**config.mk**
```make
export PLATFORM = sky130hd
export DESIGN_NAME = qea_host_sequencer_flat
export DESIGN_NICKNAME = d
export VERILOG_FILES = /design/src/rtl/qea_host_sequencer_if.sv /design/src/rtl/qea_host_sequencer.sv /design/src/flat_wrapper.sv
export SDC_FILE = /design/constraint.sdc
export NUM_CORES = 1
export LEC_CHECK = 0
export CELL_PAD_IN_SITES_DETAIL_PLACEMENT = 1
export CELL_PAD_IN_SITES_GLOBAL_PLACEMENT = 1
export CORE_AREA = 5 5 374 376
export CTS_BUF_LIST = sky130_fd_sc_hd__clkbuf_8
export CTS_CLUSTER_DIAMETER = 80
export DETAILED_ROUTE_END_ITERATION = 6
export DIE_AREA = 0 0 379 381
export PLACE_DENSITY_LB_ADDON = 0.3
export SLEW_MARGIN = 30
export SYNTH_ARGS = -nofsm -noshare
export SYNTH_HDL_FRONTEND = slang
export SYNTH_SLANG_ARGS = --single-unit
export TNS_END_PERCENT = 1
```
**constraint.sdc**
```tcl
create_clock -name clk -period 28.5 [get_ports clk]
set_input_delay 5.7 -clock clk [delete_from_list [all_inputs] [get_ports clk]]
set_output_delay 5.7 -clock clk [all_outputs]
set_load 0.01 [all_outputs]
```
**src/rtl/qea_host_sequencer_if.sv**
```systemverilog
// Stream bundle between the host sequencer and its environment.
//   s_ctx_*   : context-word stream into the sequencer (valid/ready/data)
//   m_state_* : state-word readout stream out of the sequencer (valid/ready/data)
// Modports: slave = sequencer side, master = host/environment side.
interface qea_host_sequencer_if #(
  parameter int unsigned PE_NUM     = 4,
  parameter int unsigned DATA_WIDTH = 32
);
  logic                               s_ctx_valid;
  logic                               s_ctx_ready;
  logic [2*DATA_WIDTH-1:0]            s_ctx_data;
  logic                               m_state_valid;
  logic                               m_state_ready;
  logic [PE_NUM*2*DATA_WIDTH-1:0]     m_state_data;

  modport master (
    output s_ctx_valid, s_ctx_data, m_state_ready,
    input  s_ctx_ready, m_state_valid, m_state_data
  );

  modport slave (
    input  s_ctx_valid, s_ctx_data, m_state_ready,
    output s_ctx_ready, m_state_valid, m_state_data
  );
endinterface

```
**src/rtl/qea_host_sequencer.sv**
```systemverilog
// Host-side run sequencer for the QEA core: loads gate context words into the
// context RAM, initialises the state vector to |0...0>, starts the core, waits
// for completion and streams every state word back out.
// Ports:
//   clk, rst                     clock, asynchronous active-high reset
//   i_go, i_qbit_num, i_ins_num  run request and its latched arguments
//   bus (slave)                  context input stream and state readout stream
//   o_start, o_qbit_num          core start pulse and latched qubit count
//   o_ctx_*                      context RAM write port
//   o_state_*, i_state_dout      state RAM port (write during init, read at readout)
//   i_complete                   core completion level
//   o_busy, o_done, o_err        status
module qea_host_sequencer #(
  parameter int unsigned PE_NUM                  = 4,
  parameter int unsigned DATA_WIDTH              = 32,
  parameter int unsigned STATE_ADDR_WIDTH        = 16,
  parameter int unsigned GATE_CONTEXT_ADDR_WIDTH = 16,
  parameter int unsigned MAX_QBIT_WIDTH          = 6,
  parameter int unsigned RD_LAT                  = 1,
  parameter int unsigned NUM_FRAC_BIT            = 30
) (
  input  logic                                 clk,
  input  logic                                 rst,
  input  logic                                 i_go,
  input  logic [MAX_QBIT_WIDTH-1:0]            i_qbit_num,
  input  logic [GATE_CONTEXT_ADDR_WIDTH-1:0]   i_ins_num,
  qea_host_sequencer_if.slave                  bus,
  output logic                                 o_start,
  output logic [MAX_QBIT_WIDTH-1:0]            o_qbit_num,
  output logic                                 o_ctx_en,
  output logic                                 o_ctx_wea,
  output logic [GATE_CONTEXT_ADDR_WIDTH-1:0]   o_ctx_addr,
  output logic [2*DATA_WIDTH-1:0]              o_ctx_data,
  output logic                                 o_state_ena,
  output logic                                 o_state_wea,
  output logic [STATE_ADDR_WIDTH-1:0]          o_state_addra,
  output logic [PE_NUM*2*DATA_WIDTH-1:0]       o_state_dina,
  input  logic                                 i_complete,
  input  logic [PE_NUM*2*DATA_WIDTH-1:0]       i_state_dout,
  output logic                                 o_busy,
  output logic                                 o_done,
  output logic                                 o_err
);
  localparam int unsigned SW = PE_NUM * 2 * DATA_WIDTH;

  localparam logic [3:0] StIdle    = 4'd0;
  localparam logic [3:0] StLoadCtx = 4'd1;
  localparam logic [3:0] StInit    = 4'd2;
  localparam logic [3:0] StStart   = 4'd3;
  localparam logic [3:0] StWait    = 4'd4;
  localparam logic [3:0] StRdReq   = 4'd5;
  localparam logic [3:0] StRdWait  = 4'd6;
  localparam logic [3:0] StRdHold  = 4'd7;
  localparam logic [3:0] StDone    = 4'd8;

  localparam logic [MAX_QBIT_WIDTH-1:0] QbitMin = MAX_QBIT_WIDTH'(2);
  localparam logic [MAX_QBIT_WIDTH-1:0] QbitMax = MAX_QBIT_WIDTH'(STATE_ADDR_WIDTH + 2);
  localparam logic [2:0]                LatLast = 3'(RD_LAT - 1);
  localparam logic [DATA_WIDTH-1:0]     AmpOne  = DATA_WIDTH'(1) << NUM_FRAC_BIT;
  // |0...0>: real part of the most significant lane of word 0 is 1.0
  localparam logic [SW-1:0]             InitWord = {AmpOne, {(SW - DATA_WIDTH){1'b0}}};

  logic [3:0]                           state_q, state_d;
  logic [MAX_QBIT_WIDTH-1:0]            qbit_q;
  logic [GATE_CONTEXT_ADDR_WIDTH-1:0]   ins_q;
  logic [GATE_CONTEXT_ADDR_WIDTH-1:0]   ctx_cnt_q;
  logic [STATE_ADDR_WIDTH-1:0]          st_cnt_q;
  logic [2:0]                           lat_q;
  logic                                 skip_q;
  logic                                 err_q;
  logic                                 err_done_q;
  logic                                 ctx_en_q;
  logic [GATE_CONTEXT_ADDR_WIDTH-1:0]   ctx_addr_q;
  logic [2*DATA_WIDTH-1:0]              ctx_data_q;
  logic [SW-1:0]                        rd_data_q;

  logic                                 go_bad;
  logic                                 ctx_fire;
  logic [STATE_ADDR_WIDTH:0]            n_words;
  logic [STATE_ADDR_WIDTH-1:0]          last_st;

  assign go_bad   = (i_qbit_num < QbitMin) || (i_qbit_num > QbitMax) || (i_ins_num == '0);
  assign ctx_fire = bus.s_ctx_valid && bus.s_ctx_ready;
  // One extra bit so qbit = STATE_ADDR_WIDTH+2 (full RAM) does not overflow before the -1
  assign n_words  = (STATE_ADDR_WIDTH + 1)'(1) << (qbit_q - QbitMin);
  assign last_st  = STATE_ADDR_WIDTH'(n_words - 1'b1);

  always_comb begin
    state_d = state_q;
    case (state_q)
      StIdle:    if (i_go && !go_bad) state_d = StLoadCtx;
      StLoadCtx: if (ctx_fire && (ctx_cnt_q == ins_q - 1'b1)) state_d = StInit;
      StInit:    if (st_cnt_q == last_st) state_d = StStart;
      StStart:   state_d = StWait;
      StWait:    if (!skip_q && i_complete) state_d = StRdReq;
      StRdReq:   state_d = StRdWait;
      StRdWait:  if (lat_q == LatLast) state_d = StRdHold;
      StRdHold:  if (bus.m_state_ready) state_d = (st_cnt_q == last_st) ? StDone : StRdReq;
      StDone:    state_d = StIdle;
      default:   state_d = StIdle;
    endcase
  end

  always_ff @(posedge clk or posedge rst) begin
    if (rst) begin
      state_q    <= StIdle;
      qbit_q     <= '0;
      ins_q      <= '0;
      ctx_cnt_q  <= '0;
      st_cnt_q   <= '0;
      lat_q      <= '0;
      skip_q     <= 1'b0;
      err_q      <= 1'b0;
      err_done_q <= 1'b0;
      ctx_en_q   <= 1'b0;
      ctx_addr_q <= '0;
      ctx_data_q <= '0;
      rd_data_q  <= '0;
    end else begin
      state_q    <= state_d;
      ctx_en_q   <= 1'b0;
      err_done_q <= 1'b0;
      case (state_q)
        StIdle: begin
          if (i_go) begin
            qbit_q     <= i_qbit_num;
            ins_q      <= i_ins_num;
            err_q      <= go_bad;
            err_done_q <= go_bad;
            ctx_cnt_q  <= '0;
            st_cnt_q   <= '0;
          end
        end
        StLoadCtx: begin
          if (ctx_fire) begin
            ctx_en_q   <= 1'b1;
            ctx_addr_q <= ctx_cnt_q;
            ctx_data_q <= bus.s_ctx_data;
            // Hold at the terminal count instead of wrapping
            if (state_d == StLoadCtx) ctx_cnt_q <= ctx_cnt_q + 1'b1;
          end
        end
        StInit:   st_cnt_q <= (state_d == StInit) ? st_cnt_q + 1'b1 : '0;
        StStart:  skip_q <= 1'b1;
        StWait:   skip_q <= 1'b0;
        StRdReq:  lat_q <= '0;
        StRdWait: begin
          lat_q <= lat_q + 1'b1;
          if (lat_q == LatLast) rd_data_q <= i_state_dout;
        end
        StRdHold: if (bus.m_state_ready && (state_d == StRdReq)) st_cnt_q <= st_cnt_q + 1'b1;
        StDone: begin
          err_q    <= 1'b0;
          st_cnt_q <= '0;
        end
        default: ;
      endcase
    end
  end

  assign bus.s_ctx_ready   = (state_q == StLoadCtx);
  assign bus.m_state_valid = (state_q == StRdHold);
  assign bus.m_state_data  = rd_data_q;

  assign o_start       = (state_q == StStart);
  assign o_qbit_num    = qbit_q;
  assign o_ctx_en      = ctx_en_q;
  assign o_ctx_wea     = ctx_en_q;
  assign o_ctx_addr    = ctx_addr_q;
  assign o_ctx_data    = ctx_data_q;
  assign o_state_ena   = (state_q == StInit) || (state_q == StRdReq);
  assign o_state_wea   = (state_q == StInit);
  assign o_state_addra = st_cnt_q;
  assign o_state_dina  = ((state_q == StInit) && (st_cnt_q == '0)) ? InitWord : '0;
  assign o_busy        = (state_q != StIdle);
  assign o_done        = err_done_q || (state_q == StDone);
  assign o_err         = err_q;
endmodule

```
**src/flat_wrapper.sv**
```systemverilog
// flat-port wrapper written by rule: the top's interface ports become plain ports
module qea_host_sequencer_flat 
#(
  parameter int unsigned PE_NUM                  = 4,
  parameter int unsigned DATA_WIDTH              = 32,
  parameter int unsigned STATE_ADDR_WIDTH        = 16,
  parameter int unsigned GATE_CONTEXT_ADDR_WIDTH = 16,
  parameter int unsigned MAX_QBIT_WIDTH          = 6,
  parameter int unsigned RD_LAT                  = 1,
  parameter int unsigned NUM_FRAC_BIT            = 30
)
  (clk, rst, i_go, i_qbit_num, i_ins_num, o_start, o_qbit_num, o_ctx_en, o_ctx_wea, o_ctx_addr, o_ctx_data, o_state_ena, o_state_wea, o_state_addra, o_state_dina, i_complete, i_state_dout, o_busy, o_done, o_err, bus_s_ctx_valid, bus_s_ctx_data, bus_m_state_ready, bus_s_ctx_ready, bus_m_state_valid, bus_m_state_data);
  qea_host_sequencer_if #(.PE_NUM(PE_NUM), .DATA_WIDTH(DATA_WIDTH)) bus_i ();
  input  logic clk;
  input  logic rst;
  input  logic i_go;
  input  logic [MAX_QBIT_WIDTH-1:0] i_qbit_num;
  input  logic [GATE_CONTEXT_ADDR_WIDTH-1:0] i_ins_num;
  output logic o_start;
  output logic [MAX_QBIT_WIDTH-1:0] o_qbit_num;
  output logic o_ctx_en;
  output logic o_ctx_wea;
  output logic [GATE_CONTEXT_ADDR_WIDTH-1:0] o_ctx_addr;
  output logic [2*DATA_WIDTH-1:0] o_ctx_data;
  output logic o_state_ena;
  output logic o_state_wea;
  output logic [STATE_ADDR_WIDTH-1:0] o_state_addra;
  output logic [PE_NUM*2*DATA_WIDTH-1:0] o_state_dina;
  input  logic i_complete;
  input  logic [PE_NUM*2*DATA_WIDTH-1:0] i_state_dout;
  output logic o_busy;
  output logic o_done;
  output logic o_err;
  input wire logic [$bits(bus_i.s_ctx_valid)-1:0] bus_s_ctx_valid;
  input wire logic [$bits(bus_i.s_ctx_data)-1:0] bus_s_ctx_data;
  input wire logic [$bits(bus_i.m_state_ready)-1:0] bus_m_state_ready;
  output wire logic [$bits(bus_i.s_ctx_ready)-1:0] bus_s_ctx_ready;
  output wire logic [$bits(bus_i.m_state_valid)-1:0] bus_m_state_valid;
  output wire logic [$bits(bus_i.m_state_data)-1:0] bus_m_state_data;
  assign bus_i.s_ctx_valid = bus_s_ctx_valid;
  assign bus_i.s_ctx_data = bus_s_ctx_data;
  assign bus_i.m_state_ready = bus_m_state_ready;
  assign bus_s_ctx_ready = bus_i.s_ctx_ready;
  assign bus_m_state_valid = bus_i.m_state_valid;
  assign bus_m_state_data = bus_i.m_state_data;
  qea_host_sequencer #(.PE_NUM(PE_NUM), .DATA_WIDTH(DATA_WIDTH), .STATE_ADDR_WIDTH(STATE_ADDR_WIDTH), .GATE_CONTEXT_ADDR_WIDTH(GATE_CONTEXT_ADDR_WIDTH), .MAX_QBIT_WIDTH(MAX_QBIT_WIDTH), .RD_LAT(RD_LAT), .NUM_FRAC_BIT(NUM_FRAC_BIT)) u_core (.clk(clk), .rst(rst), .i_go(i_go), .i_qbit_num(i_qbit_num), .i_ins_num(i_ins_num), .bus(bus_i), .o_start(o_start), .o_qbit_num(o_qbit_num), .o_ctx_en(o_ctx_en), .o_ctx_wea(o_ctx_wea), .o_ctx_addr(o_ctx_addr), .o_ctx_data(o_ctx_data), .o_state_ena(o_state_ena), .o_state_wea(o_state_wea), .o_state_addra(o_state_addra), .o_state_dina(o_state_dina), .i_complete(i_complete), .i_state_dout(i_state_dout), .o_busy(o_busy), .o_done(o_done), .o_err(o_err));
endmodule
```
==> metrics <==
count of input and output buffers=716; post-synthesis sequential area ratio=0.520; final global-route overflow total=0; routed len/inst=18.5 µm; first-pass iteration count of the detailed router=4; share of async-settable or async-resettable flops after synthesis=1.00; Top Layer Used=met5; path type of the worst min-delay path=register to register; met3 wirelength from detailed routing=7360 µm; number of nets in the finished design=2858; final estimated routing congestion in global placement=0.776; xor/xnor cell area share of the yosys netlist=0.0185; deepest level of the CTS H-tree=3; combined area of the multi-input logic cells=7790 µm²; via-per-instance ratio=3.46; count of flip-flops with a built-in enable after synthesis=0; worst-path fanout max=7; largest family of logic cells by synthesized area=multiplexers; Boundary Pins=972; Filler Cell Count=15753; Arr. time, crit path=2840 ps; mapped cell area=19300 µm²; Clock Tree Root=sky130_fd_sc_hd__clkbuf_8; height of the die=381 µm; transition at the pin with the smallest max-transition slack=909 ps; Synth Area per Inst=11.0 µm²; setup slack after placement=19960 ps; buffers from clock root to sink, at most=3; ratio of total power to cell area=106 nW/µm²; count of buffers added by post-CTS timing repair for setup=0; Detailed Place HPWL=61600 µm; final worst-path setup slack=19960 ps; final count of negative-setup-slack endpoints=0; Static Leak=12.5 nW; initial standard-cell utilization of the core=0.142; Gates resized, CTS repair=0; full die area=144000 µm²; total number of clock tree sinks=401; antenna violations before repair=12; hold buffer count at CTS=0; violation count after the first detailed-routing iteration=520; Synth Warn #=0; max-slew violation count=0; die width=379 µm; mux contribution to synthesized area=0.152; primary flip-flop cell chosen by synthesis mapping=sky130_fd_sc_hd__dfrtp_1; total negative slack for setup checks=0 ps; area grow syn2layout=51.9%; amount of wire on met2 after detailed routing=38200 µm; adder and majority gate portion of the synthesized area=0.00518; kind of end point of the critical path=output pin; flip-flop and latch count after synthesis=401; first-pass GRT wire length=116000 µm; crit path launch type=register; CTS tree=built; share of the clock period used by the worst path after layout=0.300; cell count after synthesis=1763; Max IR drop VDD=0.0000469 V; final WL=80900 µm; total of max-cap violations=0; minimum clock period=8540 ps; result of the run=completed; number of core rows=136; post-route antenna net violation count=0; footprint of the flip-flops and latches=10000 µm²; core area=136000 µm²; worst setup skew after layout=47.9 ps; clock latency on the worst-skew pair=730 ps; clock-pin slew reported for the worst setup and hold paths after clock tree synthesis=60 ps; distinct cell type count of the synthesized netlist=84; Crit Path Category=register to output pin; relative slew slack=0.394; Synth Area in Simple Gates=0.123; number of global-route vias before repair=16256; Tot GR Track Use=0.107; clock buffers created by TritonCTS=86; Metal-1 WL=33400 µm; share of the synthesized area in compound gates (AO/OA/AOI/OAI)=0.0540; Required @ worst endpoint=22800 ps; detailed-route via count=15130; pin count of the biggest net entering global routing=136; Residual DRC=0; count of endpoints failing hold in the final timing report=0; unrepaired setup endpoints after global routing=false; layout cell share with drive strength beyond 1=0.167; max frequency=117 MHz
metal layers:
metal  vias to the layer above  GRT usage
met5                         -          0
met4                         2     0.0307
met3                       111     0.0462
met2                       617      0.173
met1                      7425      0.130
li1                       6975          -
flip-flops by register name (all words and copies together), names as in the netlist:
signal,flops
u_core.err_done_q,1
u_core.state_q,4
u_core.o_ctx_addr,16
u_core.bus.m_state_data,256
u_core.ctx_cnt_q,16
u_core.o_qbit_num,6
u_core.skip_q,1
u_core.o_state_addra,16
u_core.o_err,1
u_core.lat_q,3
u_core.ins_q,16
u_core.o_ctx_data,64
u_core.o_ctx_en,1
Yosys cell counts, types with 4 or more instances:
cell,n,area share
sky130_fd_sc_hd__dfrtp_1,401,0.52
sky130_fd_sc_hd__nand2_1,326,0.063
sky130_fd_sc_hd__buf_4,258,0.10
sky130_fd_sc_hd__mux2_2,258,0.15
sky130_fd_sc_hd__clkbuf_1,59,0.011
sky130_fd_sc_hd__o21ai_0,46,0.012
sky130_fd_sc_hd__nor2_1,44,0.0086
sky130_fd_sc_hd__a21oi_1,36,0.0093
sky130_fd_sc_hd__inv_1,29,0.0056
sky130_fd_sc_hd__nand3_1,28,0.0073
sky130_fd_sc_hd__xnor2_1,25,0.011
sky130_fd_sc_hd__nor3_1,23,0.0060
sky130_fd_sc_hd__nand4_1,20,0.0065
sky130_fd_sc_hd__nor4_1,17,0.0055
sky130_fd_sc_hd__or3_1,16,0.0052
sky130_fd_sc_hd__xor2_1,14,0.0063
sky130_fd_sc_hd__buf_2,11,0.0029
sky130_fd_sc_hd__a31oi_1,9,0.0029
sky130_fd_sc_hd__ha_1,8,0.0052
sky130_fd_sc_hd__nor2b_1,8,0.0026
sky130_fd_sc_hd__a211oi_1,6,0.0023
sky130_fd_sc_hd__a31o_2,5,0.0023
sky130_fd_sc_hd__and2_1,5,0.0016
sky130_fd_sc_hd__nand2b_1,5,0.0016
sky130_fd_sc_hd__nor3b_1,5,0.0019
sky130_fd_sc_hd__a21o_1,4,0.0016
sky130_fd_sc_hd__buf_1,4,0.00078
sky130_fd_sc_hd__buf_6,4,0.0023
where the power goes:
part	leakage (nW)	switching, mW	internal, mW
clock	0.998	0.290	0.346
combinational	6.57	0.671	0.793
sequential	4.90	0.175	0.834
placed cells by master (no fill, tap or decap), drive strengths merged, types with 7 or more instances in the layout:
master	n
a211oi	7
a21oi	37
a31oi	9
buf	21
clkbuf	99
clkdlybuf4s50	716
clkinv	10
conb	255
dfrtp	401
diode	15
ha	8
inv	66
mux2	258
nand2	326
nand3	28
nand4	21
nor2	44
nor2b	8
nor3	24
nor4	18
o21ai	47
or3	17
xnor2	26
xor2	14
layout make-up:
cell class	count	share of cell area
antenna	15	0.00128
clock buffer	99	0.0465
clock inverter	55	0.0125
inverter	30	0.00414
multi-input combinational	1246	0.266
sequential	401	0.342
tap	1794	0.0765
timing repair buffer	737	0.251
cells by family after synthesis:
kind of cell / Yosys count
other: 1
XOR/XNOR: 40
multiplexers: 261
flip-flops: 401
buffers and inverters: 370
adder cells (fa/ha/maj): 8
AND/OR/NAND/NOR: 526
AO/OA/AOI/OAI: 156
worst max-delay path, stage by stage (launching register included):
cell	delay, ps
sky130_fd_sc_hd__dfrtp_1	480
sky130_fd_sc_hd__inv_1	140
sky130_fd_sc_hd__nor2_1	370
sky130_fd_sc_hd__nand3_1	210
sky130_fd_sc_hd__inv_1	320
sky130_fd_sc_hd__clkdlybuf4s50_1	610
metrics by stage:
step           total power, mW  cell area (µm²)  std cells  utilization  hold slack [ps]
6_report                  3.11            29300       4377        0.215              470
5_1_grt                   3.33            29300       4368        0.215              498
4_1_cts                   3.19            29300       4361        0.214              477
3_5_place_dp              2.51            27500       4207        0.202              462
3_3_place_gp              2.50            27500       4207        0.202              457
2_1_floorplan             1.72            20300       2017            -              467
path summary, 6_finish.rpt:
| path | start | to | slack [ps] | cells past startpoint |
|---|---|---|---|---|
| worst min-delay path | u_core.o_ctx_data[19] | u_core.o_ctx_data[19] | 470 | 2 |
| max in group asynchronous | rst | u_core.bus.m_state_data[241] | 20870 | 4 |
| worst max-delay path | u_core.state_q[2] | bus_m_state_valid | 19960 | 5 |
| min in group asynchronous | rst | u_core.bus.m_state_data[236] | 5530 | 2 |
| worst max register to register | u_core.o_qbit_num[1] | u_core.o_state_addra[6] | 22840 | 15 |
| worst min register to register | u_core.o_ctx_data[19] | u_core.o_ctx_data[19] | 470 | 2 |
Power figures use the tool's default switching activity.
==> edit, RTL diff (config.mk and constraints unchanged) <==
Reset style: synchronous (`rst`), changed in one clocked block. Comments in the files are not updated.
--- a/src/rtl/qea_host_sequencer.sv
+++ b/src/rtl/qea_host_sequencer.sv
@@ -101,7 +101,7 @@
     endcase
   end
 
-  always_ff @(posedge clk or posedge rst) begin
+  always_ff @(posedge clk) begin
     if (rst) begin
       state_q    <= StIdle;
       qbit_q     <= '0;
Formal check against the unedited RTL: differs if rst is asserted again (counterexample within 4 cycles, from zero or initial values and one cycle with rst high); with rst held inactive, the same outputs for 4 cycles.
==> edit against the original RTL <==
Design area is 6.1% lower; clock skew fell by 0.012 ns; area after synthesis fell by 8.5%; non-clock buffer count decreased by 4; highest routed layer unchanged; worst setup slack lost 0.13 ns; critical path type unchanged; critical endpoint is now o_state_dina[254]; wire length increased by 5.3%; first-iteration DRC count increased by 27%; sequential cell count is the same.
Power is not compared: it rests on default switching activity, and its combinational part moved more than twofold at a synthesized area within 25%.
==> edit: results (changes against the original RTL) <==
Status
  • Result of the run: completed (unchanged)

Synth
  • Synth Area in Adders: 0.005663 (was 0.005183)
  • Count of cell types in the netlist: 70 (was 84)
  • Count of mapped cells out of synthesis: 2306 (was 1763)
  • Post-synthesis compound-gate area fraction: 0.1466 (was 0.05404)
  • Most used DFF post-synth: sky130_fd_sc_hd__dfxtp_1 (was sky130_fd_sc_hd__dfrtp_1)
  • Netlist area before placement: 17670 µm² (was 19310 µm²)
  • Multiplexer fraction of the synthesized cell area: 0.002336 (was 0.1520)
  • Async S/R FF share, synth: 0 (was 1.000)
  • Top cells by count, synth: sky130_fd_sc_hd__nand2_1, sky130_fd_sc_hd__dfxtp_1, sky130_fd_sc_hd__a21oi_1 (was sky130_fd_sc_hd__dfrtp_1, sky130_fd_sc_hd__nand2_1, sky130_fd_sc_hd__buf_4, sky130_fd_sc_hd__mux2_2, sky130_fd_sc_hd__clkbuf_1)

Final layout
  • Area taken by multi-input logic gates: 8029 µm² (was 7794 µm²)
  • Layout Area Growth over Synthesis: 55.88% (was 51.87%)
  • Non-clock inverters: 20 (was 30)
  • Register fraction of the total cell area: 0.2914 (was 0.3421)
  • Final-layout fill cell count: 16369 (was 15753)
  • Number of clock-tree buffers in the layout: 112 (was 99)
  • Fraction of layout cells with a size suffix above 1: 0.05861 (was 0.1671)

Route
  • Met1 wire length: 36010 µm (was 33420 µm)
  • Starting DRC count in detailed routing: 662 (was 520)
  • Met2 WL: 39660 µm (was 38190 µm)
  • Vias per inst: 3.572 (was 3.457)

Critical path
  • CP max stage cell: sky130_fd_sc_hd__dfxtp_1 (was sky130_fd_sc_hd__clkdlybuf4s50_1)
  • Start of the worst register-to-register path: u_core.o_qbit_num[1] (unchanged)
  • Largest delay contributor family on the critical path: simple AND/OR/NAND/NOR gates (was buffers and inverters)
  • Signal arrival time at the worst endpoint: 2.97 ns (was 2.84 ns)
  • Maximum fanout along the worst path: 22 (was 7)

GRT
  • Number of antenna violations at the first check in global routing: 11 (was 12)
  • Global routing met3 resource utilization: 0.04922 (was 0.04620)
  • First-pass GRT wire length: 121000 µm (was 115500 µm)
  • Number of global-route vias before repair: 17535 (was 16256)
  • Fraction of met1 tracks used by global routing: 0.1345 (was 0.1301)
  • Global routing met2 resource utilization: 0.1819 (was 0.1735)

Worst hold path
  • Startpoint of the most critical hold path: u_core.bus.m_state_data[100] (was u_core.o_ctx_data[19])
  • Hold Crit Endpoint: u_core.bus.m_state_data[100] (was u_core.o_ctx_data[19])

Power
  • Post-layout total power: between 1 and 1.5 mW

Place
  • Pre-CTS worst setup slack: 19.96 ns (about the same)
  • Final Wtd Congestion: 0.7405 (was 0.7763)

STA
  • Worst Clk Skew: 0.03607 ns (was 0.04787 ns)

CTS
  • Latest clock arrival within the worst-skew pair: 0.75 ns (was 0.73 ns)
[edit: changes by cell type after synthesis, moves of 10 or more]
cell / change
sky130_fd_sc_hd__mux2_2: -257
sky130_fd_sc_hd__dfrtp_1: -401
sky130_fd_sc_hd__nor3_1: -13
sky130_fd_sc_hd__inv_1: -10
sky130_fd_sc_hd__nand2_1: +432
sky130_fd_sc_hd__or4_1: +15
sky130_fd_sc_hd__nand4_1: -14
sky130_fd_sc_hd__o21ai_0: -32
sky130_fd_sc_hd__clkbuf_1: +79
sky130_fd_sc_hd__a21oi_1: +359
sky130_fd_sc_hd__o31ai_1: +13
sky130_fd_sc_hd__dfxtp_1: +401
[edit: logic make-up (layout without fill, tap and decap cells)]
group,count (synthesis),after routing
muxes,4,4
and+or+nand+nor,946,946
AOI/OAI and AO/OA,477,477
xor gates and xnor gates,41,41
buffers and inverters,428,905
adders and majority gates,8,8
DFF,401,401
other,1,265
